`config.mk`:
```
export PLATFORM = sky130hd
export DESIGN_NAME = execute_pipeline_interlock
export DESIGN_NICKNAME = d
export VERILOG_FILES = /design/src/rtl/execute_pipeline_interlock.sv
export SDC_FILE = /design/constraint.sdc
export NUM_CORES = 1
export LEC_CHECK = 0
export CORE_ASPECT_RATIO = 1.4
export CORE_UTILIZATION = 44
export CTS_BUF_LIST = sky130_fd_sc_hd__clkbuf_8
export DETAILED_ROUTE_END_ITERATION = 7
export PLACE_DENSITY = 0.81
export SLEW_MARGIN = 20
export SYNTH_ARGS = -nofsm -noshare
export SYNTH_HDL_FRONTEND = slang
export SYNTH_SLANG_ARGS = --single-unit
```
`constraint.sdc`:
```
create_clock -name clock -period 5.2 [get_ports clock]
set_input_delay 1.04 -clock clock [delete_from_list [all_inputs] [get_ports clock]]
set_output_delay 1.04 -clock clock [all_outputs]
set_load 0.02 [all_outputs]
```
`src/rtl/execute_pipeline_interlock.sv`:
```
// Execute-stage RAW interlock: tracks in-flight register writes between issue
// and writeback, stalls issue while an older instruction still owns a source
// register, and keeps a saturating count of hazard-stall cycles.

// Compares one tracked destination against every source operand of the
// issuing instruction. Only register-to-register matches are hazards.
module data_hazard_detector #(
  parameter int NUM_SRCS          = 2,
  parameter int SOURCE_TYPE_WIDTH = 2,
  parameter int DT_WIDTH          = 2,
  parameter int INDEX_WIDTH       = 3,
  parameter logic [SOURCE_TYPE_WIDTH-1:0] SOURCE_TYPE_REGISTER      = 2'd3,
  parameter logic [DT_WIDTH-1:0]          DESTINATION_TYPE_REGISTER = 2'd2
) (
  input  logic [NUM_SRCS*SOURCE_TYPE_WIDTH-1:0] st,
  input  logic [NUM_SRCS*INDEX_WIDTH-1:0]       si,
  input  logic [DT_WIDTH-1:0]                   dt,
  input  logic [INDEX_WIDTH-1:0]                di,
  output logic                                  hit
);

  // Any register source reading the tracked register destination is a hit.
  always_comb begin
    hit = 1'b0;
    for (int j = 0; j < NUM_SRCS; j++) begin
      if ((st[j*SOURCE_TYPE_WIDTH +: SOURCE_TYPE_WIDTH] == SOURCE_TYPE_REGISTER) &&
          (dt == DESTINATION_TYPE_REGISTER) &&
          (si[j*INDEX_WIDTH +: INDEX_WIDTH] == di)) begin
        hit = 1'b1;
      end
    end
  end

endmodule

module execute_pipeline_interlock #(
  parameter int NUM_EXECUTE_STAGES    = 2,
  parameter int STALL_COUNT_WIDTH     = 16,
  parameter int TIA_NUM_SRCS          = 2,
  parameter int TIA_SOURCE_TYPE_WIDTH = 2,
  parameter int TIA_DT_WIDTH          = 2,
  parameter int TIA_DI_WIDTH          = 3,
  parameter int TIA_ST_WIDTH          = TIA_NUM_SRCS * TIA_SOURCE_TYPE_WIDTH,
  parameter int TIA_SI_WIDTH          = TIA_NUM_SRCS * TIA_DI_WIDTH,
  parameter logic [TIA_SOURCE_TYPE_WIDTH-1:0] TIA_SOURCE_TYPE_REGISTER      = 2'd3,
  parameter logic [TIA_DT_WIDTH-1:0]          TIA_DESTINATION_TYPE_REGISTER = 2'd2
) (
  input  logic                                       clock,
  input  logic                                       reset,
  input  logic                                       issue_valid,
  input  logic [TIA_ST_WIDTH-1:0]                    issue_st,
  input  logic [TIA_SI_WIDTH-1:0]                    issue_si,
  input  logic [TIA_DT_WIDTH-1:0]                    issue_dt,
  input  logic [TIA_DI_WIDTH-1:0]                    issue_di,
  input  logic                                       halt,
  input  logic                                       flush,
  output logic                                       issue_ready,
  output logic                                       hazard,
  output logic [NUM_EXECUTE_STAGES-1:0]              stage_valid,
  output logic [NUM_EXECUTE_STAGES*TIA_DT_WIDTH-1:0] stage_dt,
  output logic [NUM_EXECUTE_STAGES*TIA_DI_WIDTH-1:0] stage_di,
  output logic [STALL_COUNT_WIDTH-1:0]               stall_count
);

  if (NUM_EXECUTE_STAGES < 1) begin : g_bad_stage_count
    $error("execute_pipeline_interlock: NUM_EXECUTE_STAGES must be >= 1");
  end

  logic [NUM_EXECUTE_STAGES-1:0]                   valid_q;
  logic [NUM_EXECUTE_STAGES-1:0][TIA_DT_WIDTH-1:0] dt_q;
  logic [NUM_EXECUTE_STAGES-1:0][TIA_DI_WIDTH-1:0] di_q;
  logic [NUM_EXECUTE_STAGES-1:0]                   det_hit;
  logic [STALL_COUNT_WIDTH-1:0]                    stall_count_q;
  logic                                            stall_event;

  // One detector per tracked stage; stale dt/di of an empty stage are masked below.
  for (genvar k = 0; k < NUM_EXECUTE_STAGES; k++) begin : g_det
    data_hazard_detector #(
      .NUM_SRCS                  (TIA_NUM_SRCS),
      .SOURCE_TYPE_WIDTH         (TIA_SOURCE_TYPE_WIDTH),
      .DT_WIDTH                  (TIA_DT_WIDTH),
      .INDEX_WIDTH               (TIA_DI_WIDTH),
      .SOURCE_TYPE_REGISTER      (TIA_SOURCE_TYPE_REGISTER),
      .DESTINATION_TYPE_REGISTER (TIA_DESTINATION_TYPE_REGISTER)
    ) u_det (
      .st  (issue_st),
      .si  (issue_si),
      .dt  (dt_q[k]),
      .di  (di_q[k]),
      .hit (det_hit[k])
    );
  end

  // Hazard and acceptance are combinational so issue sees them in the same cycle.
  always_comb begin
    hazard      = issue_valid & |(valid_q & det_hit);
    issue_ready = issue_valid & ~hazard & ~halt & ~flush & ~reset;
    stall_event = issue_valid & hazard & ~halt & ~flush;
  end

  // Stage shift register: reset > flush > halt > advance (bubble keeps old dt/di).
  always_ff @(posedge clock) begin
    if (reset) begin
      valid_q <= '0;
      dt_q    <= '0;
      di_q    <= '0;
    end else if (flush) begin
      valid_q <= '0;
    end else if (!halt) begin
      for (int k = NUM_EXECUTE_STAGES - 1; k >= 1; k--) begin
        valid_q[k] <= valid_q[k-1];
        dt_q[k]    <= dt_q[k-1];
        di_q[k]    <= di_q[k-1];
      end
      valid_q[0] <= issue_ready;
      if (issue_ready) begin
        dt_q[0] <= issue_dt;
        di_q[0] <= issue_di;
      end
    end
  end

  // Saturating stall counter; only reset clears it.
  always_ff @(posedge clock) begin
    if (reset) begin
      stall_count_q <= '0;
    end else if (stall_event && (stall_count_q != {STALL_COUNT_WIDTH{1'b1}})) begin
      stall_count_q <= stall_count_q + STALL_COUNT_WIDTH'(1);
    end
  end

  assign stage_valid = valid_q;
  assign stage_dt    = dt_q;
  assign stage_di    = di_q;
  assign stall_count = stall_count_q;

endmodule
```
* Yosys cells after proc, flatten, opt, wreduce, memory -nomap -nowiden
Cells that the tools add are included.
** Operators by class
- Mux-type cells :: 4
- Equal/unequal tests :: 9
- Reductions and logical operators :: 13
- Add/subtract/negate cells :: 1
- Bitwise operators :: 13
** Operators with widths (number)
- $add 16x1->16 const B :: 1
- $ne 16x16->1 const B :: 1
- $eq 3x3->1 :: 4
- $logic_and 1x1->1 :: 9
- $and 1x1->1 :: 8
- $eq 2x2->1 const B :: 4
- $mux 1 :: 4
- $not 1->1 :: 4
- $reduce_or 2->1 :: 2
- $reduce_and 3->1 :: 1
- $and 2x2->2 :: 1
- $reduce_and 2->1 :: 1
** Storage, ports and cells
- Input bits :: 20
- Logic and storage cells :: 46
- Flip-flop bits (word level) :: 28

* Logic depth before layout (Yosys ltp)
Gate-level depths: netlist (run 1).
- Depth after elaboration :: 14
- Mapped depth :: 8
- Mapped depth without buffers :: 6

* Modules after synthesis
A second synthesis (run 1) with hierarchy kept.
** Unflattened totals
- Cell total of the unflattened synthesis :: 185
- Area total of the unflattened synthesis :: 1571.5 µm²
** Modules (own cells, without submodules)
- execute_pipeline_interlock :: instances 1, area an instance 1398.8 µm², cells an instance 161
- data_hazard_detector :: instances 2, area an instance 86.3 µm², cells an instance 12

* Least setup slack after synthesis (run 1)
OpenSTA, ideal clock, no wires.
- Path type :: input port to output port
- Start point :: input port issue_si[5]
- End point :: output port hazard
- Stages on the path :: 7
- Arrival :: 2.566 ns
- Data required time :: 4.160 ns
- Path buffers :: 2
- Path slack :: 1.594 ns
- Path through :: xor2_1 > nor4_1 > nor2_1 > o32a_1 > buf_2 > clkbuf_1 > nor2b_1
** Between the ends
- Word-level cells in the longest chain between the ends :: 6
** RTL lines
- from (decl) :: line 52 : input logic [TIA_SI_WIDTH-1:0] issue_si,
- $eq 3x3->1 :: line 28 : (si[j*INDEX_WIDTH +: INDEX_WIDTH] == di)) begin
- $logic_and 1x1->1 :: line 27 : (dt == DESTINATION_TYPE_REGISTER) &&
- $mux 1 :: line 26 : if ((st[j*SOURCE_TYPE_WIDTH +: SOURCE_TYPE_WIDTH] == SOURCE_TYPE_REGISTER) &&
- $and 2x2->2 (*) :: line 96 : hazard = issue_valid & |(valid_q & det_hit);
- $reduce_or 2->1 (*) :: line 96
- $and 1x1->1 (*) :: line 96
- to (decl) :: line 58 : output logic hazard,
Every way passes the cells marked *; elsewhere a longest branch is shown, timed or not.

* Worst setup path after layout (run 1)
- Start point :: input port issue_si[2]
- End point :: output port issue_ready
** Between the ends
- Word-level cells in the longest chain between the ends :: 12
** RTL lines
- $eq 3x3->1 :: line 28
- $logic_and 1x1->1 :: line 27
- $mux 1 (2 in a row) :: line 26
- $and 2x2->2 (*) :: line 96
- $reduce_or 2->1 (*) :: line 96
- $and 1x1->1 (*) :: line 96
- $not 1->1 (*) :: line 97 : issue_ready = issue_valid & ~hazard & ~halt & ~flush & ~reset;
- $and 1x1->1 (*) (4 in a row) :: line 97
- to (decl) :: line 57 : output logic issue_ready,
Marks and branches as above.

==> reports/results.tsv, run 1 <==
metric	value	unit
Max IR drop VDD	0.1177	mV
clk slew on worst S/H paths	0.10	ns
DRT Pass-1 Iters	4	
# DRC	0	
Final Max Tran Viols	0	
worst hold path type	reg2reg	
port bufs	49	
post-synthesis cell area	1510	µm²
die span in x	51.52	µm
# nets final	244	
root buffer cell	clkbuf_8	
count of endpoints failing setup in the final report	0	
# Post-CTS Setup Buffers	0	
Syn Area/Cell	8.581	µm²
via-per-instance ratio	5.625	
TritonCTS clock tree	done	
vias after detailed routing	1468	
final hold violations	0	
final WL	3574	µm
maximum clock path buffer count	2	
cts bufs inserted	3	
Worst EP required	4.16	ns
RSZ-0062 raised after global routing	false	
H-tree depth	1	
clock latency on the worst-skew pair	0.27	ns
largest family of logic cells by synthesized area	simple AND/OR/NAND/NOR gates	
Crit Path Class	in2out	
Arr. time, crit path	3.45	ns
Tightest Pin Transition	0.3103	ns
Hold Slack	0.4932	ns
mux contribution to synthesized area	6.545	%
Yosys warning count	0	
placed inst area	2023	µm²
Critical Path End Type	output port	
Synth Area in Simple Gates	29.41	%
Max Cap Viol	0	
initial core utilization	47.44	%
type of origin of the critical path	primary input	
Core ar.	3183	µm²
Max Clock Skew	0.01032	ns
grt total ovfl	0	
Power Total	0.0004289	W
post-synthesis sequential area ratio	37.12	%
FMAX	0.2226	GHz
I/O pins	50	
Relative slew margins	79.31	%
# resized after CTS	0	
Max Fanout on Critical Path	30	
post-synthesis xor/xnor area fraction	6.959	%
diodes inserted	0	
post-synthesis adder-cell area fraction	0.8285	%
row count	24	
first-pass GRT wire length	5996	µm
RD Place Congestion	0.7637	
Synth Register Bits	28	
PwrDens	204.8	nW/µm²
status	complete, no violations	
average wire per standard cell	13.69	µm
hold_buf cts	0	
fin crit period	4.493	ns
Synth Area in Compound Gates	15.41	%
initial antenna violation count	0	
fin crit share	86.41	%
vias in the first global route	1360	
largest net degree at the start of global routing	33	
estimated wirelength of the detail-placed design	2596	µm
area added between synthesis and finish	38.69	%
post-route antenna net violation count	0	
share of cells above drive strength 1	8.108	%
Unique masters post-synth	35	
Syn Inst Count	176	
Design Area, Final	2095	µm²
CTS sink count	28	
setup TNS	0	ns
syn_nets	197	
Pleak	0.7168	nW
Die ar.	3674	µm²
drt initial violations	22	
die height	71.32	µm
gr usage total	20.61	%
[worst paths after layout]
kind / slack, ns / to / startpoint / cells after the start
worst min-delay path: 0.49 / stage_dt[2]$_SDFFE_PP0P_ / stage_dt[0]$_SDFFE_PP0P_ / 2
worst max register to register: 2.92 / stall_count[13]$_SDFFE_PP0P_ / stage_di[2]$_SDFFE_PP0P_ / 7
worst max-delay path: 0.71 / issue_ready / issue_si[2] / 9
worst min register to register: 0.49 / stage_dt[2]$_SDFFE_PP0P_ / stage_dt[0]$_SDFFE_PP0P_ / 2
[sequential cells by signal, summed over array words and instances (netlist names)]
register / flops
stall_count: 16
stage_di: 6
stage_dt: 4
stage_valid: 2
[where the power goes]
part           switching [W]  leakage [nW]  internal [W]  total [W]
combinational      0.0000177         0.455     0.0000231  0.0000407
clock              0.0000661        0.0357      0.000103   0.000169
sequential        0.00000282         0.226      0.000216   0.000219
[cells in the mapped netlist (all sizes together)]
library cell,n,share of area [%]
dfxtp,28,37
nand2,18,4.5
a21oi,16,5.3
xor2,12,7.0
o31ai,11,5.5
or4,11,5.5
nor2b,8,3.3
mux2,7,5.2
nand3,7,2.3
nor2,7,1.9
buf,5,2.0
clkbuf,5,1.2
nor4,5,2.1
o21ai,5,1.7
nand4,4,1.7
nor3,4,1.7
and3,3,1.2
and4,3,1.7
and2,2,0.83
inv,2,0.50
mux2i,2,1.3
nand2b,2,0.83
o31a,2,1.2
a211oi,1,0.50
ha,1,0.83
nand3b,1,0.50
nor4b,1,0.99
o21ba,1,0.66
o32a,1,0.66
or2,1,0.41
[cells by family (layout without fill, tap and decap cells)]
| logic type | Yosys count | count (layout) |
|---|---|---|
| DFF | 28 | 28 |
| and+or+nand+nor | 77 | 77 |
| xor gates and xnor gates | 12 | 12 |
| muxes | 9 | 9 |
| adders and majority gates | 1 | 1 |
| buffers and inverters | 12 | 58 |
| AOI/OAI and AO/OA | 37 | 37 |
[critical path, stage by stage]
cell and delay, ns:
clkdlybuf4s50_1 0.45, xor2_1 0.16, nor4_1 0.32, nor2_1 0.08, o32a_1 0.33, buf_4 0.22
nand2_1 0.24, inv_1 0.07, clkdlybuf4s50_1 0.54
[placed cells by master (no fill, tap or decap), types with 3 or more instances in the layout]
cell type,Yosys,routed
nor4_1,5,5
clkbuf_8,0,3
and4_1,3,3
or4_1,11,11
mux2_2,6,6
and3_1,3,3
nand3_1,7,7
o31ai_1,11,11
buf_4,0,3
clkdlybuf4s50_1,0,49
xor2_1,12,12
nor3_1,3,3
nor2b_1,8,8
o21ai_0,5,5
dfxtp_1,28,28
nor2_1,6,6
nand4_1,4,4
a21oi_1,16,16
nand2_1,18,18
[stage by stage]
step / std cells / setup slack, ns / utilization (%)
6_report: 261 / 0.7066 / 65.80
5_1_grt: 261 / 0.5783 / 65.80
3_5_place_dp: 257 / 0.6982 / 63.56
4_1_cts: 261 / 0.6768 / 65.80
3_3_place_gp: 257 / 0.7682 / 63.56
2_1_floorplan: 176 / 1.594 / -
[area by class of cell]
class	count	area (µm²)
Clock buffer	3	41.29
Fill cell	298	1089
Tap cell	39	48.80
Sequential cell	28	560.5
Multi-Input combinational cell	136	893.4
Clock inverter	1	30.03
Timing Repair Buffer	52	513.0
Inverter	2	7.507
[per-layer routing]
metal,vias up,track usage (%),routed length [µm]
met4,0,6.306,41
li1,740,-,-
met2,40,36.94,1846
met1,684,24.87,1479
met5,-,0,0
met3,4,2.760,206
Note: power is estimated with default switching activity, not from simulation.
==> run 2: changes to the inputs <==
--- a/config.mk
+++ b/config.mk
@@ -5,6 +5,7 @@
 export SDC_FILE = /design/constraint.sdc
 export NUM_CORES = 1
 export LEC_CHECK = 0
+export ABC_CLOCK_PERIOD_IN_PS = 5200
 export CORE_ASPECT_RATIO = 1.4
 export CORE_UTILIZATION = 44
 export CTS_BUF_LIST = sky130_fd_sc_hd__clkbuf_8
==> results of run 2 <==
The final DEF is identical to that of run 1; final timing and power are the same.
==> run 3: changes to the inputs <==
--- a/config.mk
+++ b/config.mk
@@ -7,10 +7,10 @@
 export LEC_CHECK = 0
 export ABC_CLOCK_PERIOD_IN_PS = 5200
 export CORE_ASPECT_RATIO = 1.4
-export CORE_UTILIZATION = 44
+export CORE_UTILIZATION = 51
 export CTS_BUF_LIST = sky130_fd_sc_hd__clkbuf_8
 export DETAILED_ROUTE_END_ITERATION = 7
-export PLACE_DENSITY = 0.81
+export PLACE_DENSITY = 0.92
 export SLEW_MARGIN = 20
 export SYNTH_ARGS = -nofsm -noshare
 export SYNTH_HDL_FRONTEND = slang
==> reports/results.tsv, run 3 (synthesis results as in run 1) <==
metric	value	unit	change
vias after detailed routing	1531		+4.3%
# nets final	244		unchanged
row count	23		-4.2%
diodes inserted	0		unchanged
worst hold path type	reg2reg		
vias in the first global route	1346		-1.0%
Power Total	0.0003966	W	-7.5%
port bufs	49		unchanged
most common cell after layout, fill and taps aside	clkdlybuf4s50_1		
M1 GR Usage	26.55	%	+1.7 points
Arr. time, crit path	3.50	ns	+0.05 ns
count of endpoints failing setup in the final report	0		unchanged
DRT Pass-1 Iters	4		unchanged
CTS sink count	28		unchanged
Die ar.	3186	µm²	-13%
total internal power	0.0003073	W	-10%
first-pass GRT wire length	5513	µm	-8.1%
initial core utilization	53.01	%	+5.6 points
Max Fanout on Critical Path	30		unchanged
largest net degree at the start of global routing	33		unchanged
Comb power frac	10.3	%	+0.8 points
Max Cap Viol	0		unchanged
critical path's slowest cell	clkdlybuf4s50_1		
I/O pins	50		unchanged
commonest cells after routing, fill and taps aside	clkdlybuf4s50_1 (49), dfxtp_1 (28), nand2_1 (18)		
Layout fillers	221		-26%
average wire per standard cell	14.05	µm	+2.6%
post-route antenna net violation count	0		unchanged
estimated wirelength of the detail-placed design	2563	µm	-1.3%
clock share of power	34.5	%	-4.9 points
FMAX	0.2202	GHz	-1.0%
switching power	0.00008939	W	+3.3%
Final Max Tran Viols	0		unchanged
Tightest Pin Transition	0.3153	ns	+0.005012 ns
maximum clock path buffer count	2		unchanged
root buffer cell	clkbuf_8		
status	complete, no violations		
crit path launch	issue_si[2]		
grt total ovfl	0		unchanged
via-per-instance ratio	5.911		+5.1%
Crit Path Class	in2out		
fin crit share	87.32	%	+0.90 points
Max IR drop VDD	0.1461	mV	+24%
TritonCTS clock tree	done		
global route hottest layer	met2		
RSZ-0062 raised after global routing	false		
setup TNS	0	ns	unchanged
type of origin of the critical path	primary input		
clock latency on the worst-skew pair	0.28	ns	about the same
Sw Ratio	22.54	%	+2.4 points
clk slew on worst S/H paths	0.09	ns	about the same
RD Place Congestion	0.7819		+2.4%
Relative slew margins	78.78	%	-0.53 points
gr usage total	23.81	%	+3.2 points
PwrDens	191.1	nW/µm²	-6.7%
Worst path most repeated cell	clkdlybuf4s50_1		
Flop pwr share	55.2	%	+4.1 points
met3 GRT Util	3.005	%	+0.25 points
hold_buf cts	0		unchanged
CP cell instances	clkdlybuf4s50_1, xor2_1, nor4_1, nor2_1, o32a_1, buf_4, nand2_1, inv_1, clkdlybuf4s50_1		
share of cells above drive strength 1	8.108	%	unchanged
Worst EP required	4.16	ns	about the same
Pleak	0.7098	nW	-0.97%
met2 Usage GRT	43.24	%	+6.3 points
die span in x	47.99	µm	-6.8%
drt initial violations	32		+45%
cts bufs inserted	3		unchanged
final hold violations	0		unchanged
Critical R2R Launch	stage_di[2]$_SDFFE_PP0P_		
die height	66.39	µm	-6.9%
max reg flops	16		unchanged
# DRC	0		unchanged
worst hold path startpoint	stall_count[9]$_SDFFE_PP0P_		
Critical Path End Type	output port		
Core ar.	2849	µm²	-10%
# resized after CTS	0		unchanged
CP peak stage delay	0.54	ns	about the same
H-tree depth	1		unchanged
area added between synthesis and finish	37.45	%	
Max Clock Skew	0.002435	ns	-0.007881 ns
initial antenna violation count	0		unchanged
# Post-CTS Setup Buffers	0		unchanged
fin crit period	4.540	ns	+0.04704 ns
final WL	3638	µm	+1.8%
==> run 3: changes by cell type in the layout (fill, tap and decap cells not counted) <==
cell	before	now
clkbuf_8	3	4
bufinv_16	1	0
==> run 3: path summary, 6_finish.rpt <==
path | end | slack (ns) | cells after the start
worst max-delay path | issue_ready | 0.66 | 9
worst min-delay path | stall_count[9]$_SDFFE_PP0P_ | 0.50 | 2
worst max register to register | stall_count[15]$_SDFFE_PP0P_ | 2.87 | 7
worst min register to register | stall_count[9]$_SDFFE_PP0P_ | 0.50 | 2
==> run 3: power groups by stage <==
stage	clock network [W]	logic, W	registers (W)
after CTS	0.000139	0.0000414	0.000219
after detailed placement	0	0.0000410	0.000224
after global placement	0	0.0000402	0.000224
final	0.000137	0.0000410	0.000219
after floorplan	0	0.0000145	0.000226
after global routing	0.000148	0.0000449	0.000219
==> run 3: area by class of cell <==
class                      count  area (µm²)  share of cell area (%)
timing repair buffer          52       513.0                   24.71
tap                           37       46.29                   2.230
sequential                    28       560.5                   27.00
clock buffer                   4       55.05                   2.652
multi-input combinational    136       893.4                   43.04
inverter                       2       7.507                  0.3617
==> run 3: layer usage <==
layer / part of all wire (%) / wire length (µm) / up-vias
li1: - / - / 745
met1: 41 / 1505 / 734
met2: 53 / 1919 / 47
met3: 4.6 / 169 / 5
met4: 1.2 / 44 / 0
met5: 0 / 0 / -
==> run 3: stage by stage <==
stage               instances  hold slack (ns)  util, %  setup WS (ns)  cell area, µm²
floorplan                 176           0.5468        -          1.594            1510
global placement          255           0.4729    70.93         0.7367            2021
detailed placement        255           0.4792    70.93         0.6822            2021
CTS                       259           0.4927    72.86         0.6692            2076
global route              259           0.5432    72.86         0.5038            2076
finish                    259           0.4951    72.86         0.6596            2076
==> run 3: worst max-delay path: cells and delay by family <==
kind	cells	cell delay (ns)
compound gates	1	0.33
buf+inv	4	1.29
xor+xnor	1	0.16
simple gates	3	0.69
